===== src/rtl/grid_matrix_scanner.sv =====
// grid_matrix_scanner: takes 64-bit grids over valid/ready into a shadow buffer
// and row-scans an 8x8 LED matrix through an external column shift register.
module grid_matrix_scanner #(
   parameter int SCLK_DIV       = 4,
   parameter int DWELL_CYCLES   = 1000,
   parameter bit ROW_ACTIVE_LOW = 1'b0
) (
   input  logic        clk,
   input  logic        reset,
   input  logic [63:0] grid,
   input  logic        grid_valid,
   output logic        grid_ready,
   output logic        sclk,
   output logic        sdata,
   output logic        slatch,
   output logic [7:0]  row_en,
   output logic        frame_done,
   output logic        busy
);
   // state   | meaning
   // S_IDLE  | no frame received yet, all outputs inactive
   // S_SHIFT | rows blanked, current row's 8 column bits shifted MSB first
   // S_LATCH | one-cycle column latch pulse
   // S_DWELL | current row enabled for DWELL_CYCLES
   localparam logic [1:0] S_IDLE  = 2'd0;
   localparam logic [1:0] S_SHIFT = 2'd1;
   localparam logic [1:0] S_LATCH = 2'd2;
   localparam logic [1:0] S_DWELL = 2'd3;

   localparam int DIV_W   = (SCLK_DIV > 1) ? $clog2(SCLK_DIV) : 1;
   localparam int DWELL_W = (DWELL_CYCLES > 1) ? $clog2(DWELL_CYCLES) : 1;
   localparam logic [DIV_W-1:0]   DIV_LOAD   = DIV_W'(SCLK_DIV - 1);
   localparam logic [DWELL_W-1:0] DWELL_LOAD = DWELL_W'(DWELL_CYCLES - 1);

   logic [1:0]         state;
   logic [2:0]         row;
   logic [2:0]         bit_idx;
   logic [DIV_W-1:0]   div_cnt;
   logic [DWELL_W-1:0] dwell_cnt;
   logic               sclk_phase;
   logic               pending;
   logic [63:0]        shadow;
   logic [63:0]        active;
   logic               accept;
   logic               frame_wrap;
   logic               enter_row0;
   logic [7:0]         row_onehot;

   assign grid_ready = !pending;
   assign accept     = grid_valid && !pending;
   assign frame_wrap = (state == S_DWELL) && (dwell_cnt == '0) && (row == 3'd7);
   assign enter_row0 = ((state == S_IDLE) && pending) || frame_wrap;
   assign busy       = (state != S_IDLE);

   // Accept and swap are mutually exclusive: accept needs pending=0, swap needs pending=1.
   always_ff @(posedge clk or negedge reset) begin
      if (!reset) begin
         pending <= 1'b0;
         shadow  <= '0;
         active  <= '0;
      end else if (accept) begin
         shadow  <= grid;
         pending <= 1'b1;
      end else if (enter_row0 && pending) begin
         active  <= shadow;
         pending <= 1'b0;
      end
   end

   always_ff @(posedge clk or negedge reset) begin
      if (!reset) begin
         state      <= S_IDLE;
         row        <= 3'd0;
         bit_idx    <= 3'd0;
         div_cnt    <= '0;
         dwell_cnt  <= '0;
         sclk_phase <= 1'b0;
         frame_done <= 1'b0;
      end else begin
         frame_done <= frame_wrap;
         case (state)
            S_IDLE: begin
               if (pending) begin
                  state      <= S_SHIFT;
                  row        <= 3'd0;
                  bit_idx    <= 3'd7;
                  div_cnt    <= DIV_LOAD;
                  sclk_phase <= 1'b0;
               end
            end
            S_SHIFT: begin
               if (div_cnt == '0) begin
                  div_cnt    <= DIV_LOAD;
                  sclk_phase <= ~sclk_phase;
                  if (sclk_phase) begin
                     bit_idx <= bit_idx - 3'd1;
                     if (bit_idx == 3'd0) state <= S_LATCH;
                  end
               end else begin
                  div_cnt <= div_cnt - DIV_W'(1);
               end
            end
            S_LATCH: begin
               state     <= S_DWELL;
               dwell_cnt <= DWELL_LOAD;
            end
            S_DWELL: begin
               if (dwell_cnt == '0) begin
                  state      <= S_SHIFT;
                  row        <= row + 3'd1;
                  bit_idx    <= 3'd7;
                  div_cnt    <= DIV_LOAD;
                  sclk_phase <= 1'b0;
               end else begin
                  dwell_cnt <= dwell_cnt - DWELL_W'(1);
               end
            end
            default: state <= S_IDLE;
         endcase
      end
   end

   // Outputs decode straight from state so they go inactive the moment reset hits.
   always_comb begin
      sclk       = 1'b0;
      sdata      = 1'b0;
      slatch     = 1'b0;
      row_onehot = 8'h00;
      case (state)
         S_SHIFT: begin
            sclk  = sclk_phase;
            sdata = active[{row, bit_idx}];
         end
         S_LATCH: slatch = 1'b1;
         S_DWELL: row_onehot = 8'h01 << row;
         default: ;
      endcase
   end

   assign row_en = ROW_ACTIVE_LOW ? ~row_onehot : row_onehot;

endmodule


===== config.mk =====
export PLATFORM = sky130hd
export DESIGN_NAME = grid_matrix_scanner
export DESIGN_NICKNAME = d
export VERILOG_FILES = /design/src/rtl/grid_matrix_scanner.sv
export SDC_FILE = /design/constraint.sdc
export NUM_CORES = 1
export LEC_CHECK = 0
export ABC_AREA = 1
export BUFFER_PORTS_ARGS = -buffer_cell sky130_fd_sc_hd__buf_2
export CAP_MARGIN = 20
export CORE_MARGIN = 2
export CORE_UTILIZATION = 30
export CTS_BUF_LIST = sky130_fd_sc_hd__clkbuf_16
export DETAILED_ROUTE_END_ITERATION = 10
export PLACE_DENSITY = 0.57
export SLEW_MARGIN = 40
export SYNTH_ARGS = -nofsm -noshare
export SYNTH_HDL_FRONTEND = slang
export SYNTH_SLANG_ARGS = --single-unit
export TNS_END_PERCENT = 5

===== constraint.sdc =====
create_clock -name clk -period 2.9 [get_ports clk]
set_input_delay 0.435 -clock clk [delete_from_list [all_inputs] [get_ports clk]]
set_output_delay 0.435 -clock clk [all_outputs]
set_load 0.05 [all_outputs]

### Word-level counts from Yosys, hierarchy flattened

Cells that the tools add are included.

* register bits after elaboration: 151
* input port bits: 67
* logic and storage cells: 83

* add/sub/neg operators: 4
* $lt $le $gt $ge: 1
* equal/unequal tests: 10
* shift-type cells: 1
* multiplexer cells: 32
* bitwise operators: 2
* reduce and logical (&&, ||, !) cells: 23

Operators by type and width (number)
* one-hot mux 10 bit (2 select lines): 1
* two-way mux 3 bit: 6
* two-way mux 2 bit: 8
* logical NOT 10 bit: 1
* two-way mux 10 bit: 1
* inequality test 2 bit (second input constant): 5
* AND reduction 5 bit: 2
* subtractor 10 x 1 -> 10 bit (second input constant): 1
* two-way mux 1 bit: 9
* one-hot mux 3 bit (3 select lines): 1
* two-way mux 8 bit: 1
* one-hot mux 2 bit (4 select lines): 1
* nonzero test 2 bit: 4
* << shifter 1 x 3 -> 8 bit (first input constant): 1
* less-than comparator 6 x 7 -> 1 bit (second input constant): 1
* binary-select mux 1 bit (select 6 bit): 1
* one-hot mux 2 bit (3 select lines): 1
* one-hot mux 3 bit (2 select lines): 1
* AND reduction 3 bit: 2
* logical AND 1 bit: 5
* equality test 2 bit (second input constant): 2
* logical NOT 2 bit: 2
* AND reduction 2 bit: 2
* AND reduction 4 bit: 1
* 12 further kinds: 13

### Longest topological paths before layout

* word-level depth: 7
* gate-level depth with buffers: 12
* gate-level depth less buffers: 12

### Least setup slack after synthesis

OpenSTA, ideal clock, no wires.

* kind: reg-to-output
* from: register bit_idx[1]
* to: output sdata
* arrival: 1.974 ns
* required time: 2.465 ns
* path slack: 0.491 ns
* cell stages (with the launch flop): 11
* path through: dfrtp_1 -> buf_4 -> clkinv_1 -> buf_2 -> nand3_1 -> nand3_1 -> nand2_1 -> nand2_1 -> nand3_1 -> nand3_1 -> a21oi_1

* word-level cells in the longest chain between the ends: 3

RTL lines
* start: declaration: RTL line 37 `logic [2:0] bit_idx;`
* start signal: assignment: RTL line 96 `bit_idx <= bit_idx - 3'd1;`
* binary-select mux 1 bit (select 6 bit): RTL line 132 `sdata = active[{row, bit_idx}];`
* two-way mux 1 bit (implied by the code): RTL line 132
* two-way mux 1 bit: RTL line 129 `case (state)`
* end: declaration: RTL line 14 `output logic sdata,`

No other way between the ends. The select of a mux whose other input is x is not followed.

### Worst setup path after layout

Ends and elaborated chain as after synthesis.

==> impl_metrics.toml <==
[run_status]
status = "finished with violations"
violations = "hold timing"

[logic_synthesis]
synthTopCellsByCount = "nand2_1 (233), dfrtp_1 (151), inv_1 (67)"
avgSynthCellArea_um2 = 9.14
synth_most_common_cell = "nand2_1"
syn-instance-count = 765
synth_area_leader_cell = "dfrtp_1"
ys_types = 30
ys_async_sr_fraction_pct = 100
synth-edff-count = 0
netlist_area_um2 = 6990
synth_top_area_share_pct = 54.1
yosys_warnings = 0
synth_seq_cells = 151
synth.net_count = 847
ys.flop_type = "dfrtp_1"
seq_area_frac_synth_pct = 54.1
synthTopCellsByArea = "dfrtp_1 (54%), nand2_1 (13%), o21ai_2 (4.6%)"

[placement]
portBuffers = 80
place_area_um2 = 7670
routabilityCongestion = 0.773
dp_hpwl_mm = 10.2

[global_routing]
grt_pass1_vias = 5032
grt-ovfl-total = 0
grt_antenna_before_repair = 0
grt_pass1_wl_mm = 25.6
grt_use_total_pct = 13.2
grt_max_degree = 69

[drt]
vias = 5057
ant_nets = 0
firstDrtPassIters = 4
drc_errors = 0
viasPerCell = 4.34
first_iter_violations = 345
wire_per_inst_um = 12.8
wirelength_mm = 14.9

[floorplan]
core-area_um2 = 22800
rows = 55
io_pins = 81
die-area_um2 = 24500
die_x_um = 157
die-height_um = 157
start_util_pct = 30.7

[clock_tree]
htreeDepth = 4
cts_tree = "built"
clockRootBuffer = "clkbuf_16"
cts_setup_buffers = 0
clock_sinks = 151
clock_path_buffers = 2
insertion_delay_ns = 0.44
clk_pin_slew_ns = 0.07
cts_made_buffers = 17

[setup_path]
worstSetupPathType = "flop to primary output"
r2r_end = "active[14]"
path_cells = "clkinvlp_4 -> buf_4 -> nand3_1 -> nand3_1 -> nand2_1 -> nand2_1 -> nand3_1 -> nand3_1 -> a21oi_2 -> clkbuf_4"
worstPathMaxFanout = 10
cp-start-kind = "flop"
slowest_delay_ns = 0.38
critPathRequiredTime_ns = 2.47
worst_setup_path_end_kind = "primary output"
r2r_cells = 8
r2r_slack_ns = 0.57
crit_arrival_ns = 2.20
crit_family = "buffers and inverters"
cp_common_cell = "nand3_1"
cp.buffers_inverters = 3
slowest_stage = "dfrtp_1"
rr_startpoint = "row[0]"
startpoint = "bit_idx[1]"

[worst_hold_path]
hp-class = "input port to async pin"

[timing]
fmax_mhz = 380
setup_tns_ns = 0
fin_skew_ns = 0.0279
slew_headroom_pct = 57.0
period_share_pct = 90.8
grt_setup_unrepaired = "false"
fin_crit_ns = 2.63
finalHoldViolCount = 10
worstMarginPinSlew_ns = 0.646
slew_violations = 0
whs_ns = -0.0109
finalSetupViolCount = 0

[cells_and_area]
fin_area_um2 = 8250
finalNetCount = 920
diodes = 0
layout-drive-gt1-share_pct = 24.0
synthToLayoutAreaGrowth_pct = 18.1

[job]
cap_violations = 0

[pwr]
ir_drop_mv = 0.306
p_per_area_nw_per_um2 = 630
p_leak_nw = 4.32
==> metal layers <==
layer / share of wire [%] / track usage, % / vias up
met5: 0 / 0 / -
met4: 0.40 / 3.19 / 0
met3: 4.4 / 3.46 / 2
met2: 44 / 19.8 / 104
met1: 51 / 19.1 / 2368
li1: - / - / 2583
==> logic make-up (layout without fill, tap and decap cells) <==
group	after synthesis	in the layout	synth area share, %
flip-flops	151	151	54.1
buffers and inverters	106	192	7.38
adder cells (fa/ha/maj)	15	15	2.69
AO/OA/AOI/OAI	99	99	9.17
AND/OR/NAND/NOR	362	362	21.7
XOR/XNOR	4	4	0.501
multiplexers	28	28	4.51
==> how the worst max path moves through the flow <==
| stage | cells past startpoint | end | slack, ns |
|---|---|---|---|
| final | 10 | sdata | 0.27 |
| after global routing | 10 | sdata | 0.07 |
| after CTS | 10 | sdata | 0.08 |
| after detailed placement | 8 | active[21] | 0.55 |
| after global placement | 8 | sdata | 0.55 |
| after floorplan | 10 | sdata | 0.49 |
==> worst reg2reg max path, delay by kind of cell, from the launching register on <==
family                   cells  cell delay (ns)
AO/OA/AOI/OAI                1             0.24
adder cells (fa/ha/maj)      2             0.41
buffers and inverters        1             0.45
flip-flops                   1             0.54
AND/OR/NAND/NOR              4             0.63
==> area by class of cell <==
type	instances	area, µm²
fillers	2373	14500
inverters	70	270
multi-input cells	508	2710
well taps	313	392
clock buffers	17	425
repair buffers	90	534
flip-flops and latches	151	3780
clock inverters	15	141
==> what timing repair did <==
action	4_1_cts	5_1_grt
gates resized for setup	0	4
hold buffers	0	0
endpoints found under the setup margin	0	1
==> where the power goes <==
group / total, mW / switching, mW / internal (mW)
registers: 2.53 / 0.119 / 2.41
logic: 0.518 / 0.295 / 0.223
clock network: 2.15 / 0.953 / 1.20
total: 5.20 / 1.37 / 3.84
==> cells in the final DEF, fill, tap and decap left out, types with 3 or more instances in the layout <==
master	n
nand2_2	3
nor2_4	4
o21ai_0	15
buf_2	78
nand2_1	232
nor2_1	51
mux2_2	28
xor2_1	4
nand2_4	4
ha_1	15
nand3_1	61
buf_4	6
dfrtp_1	151
buf_12	4
inv_1	67
clkbuf_16	17
a21oi_1	40
o21ai_1	3
clkinvlp_4	4
o21ai_2	37
inv_6	6
==> stage by stage <==
stage	util [%]	std cells	setup slack, ns	hold slack (ns)	power [mW]
floorplan	-	765	0.491	0.139	2.89
global placement	33.7	1132	0.554	0.450	3.09
detailed placement	33.7	1132	0.548	0.457	3.11
CTS	36.2	1164	0.0798	0.0310	5.27
global route	36.2	1164	0.0702	0.0410	5.46
finish	36.2	1164	0.267	-0.0109	5.20
==> registers in the layout, indices dropped and copies added (netlist names) <==
| register | flops |
|---|---|
| active | 64 |
| bit_idx | 3 |
| div_cnt | 2 |
| dwell_cnt | 10 |
| frame_done | 1 |
| pending | 1 |
| row | 3 |
| sclk_phase | 1 |
| shadow | 64 |
| state | 2 |
Power figures use the tool's default switching activity.
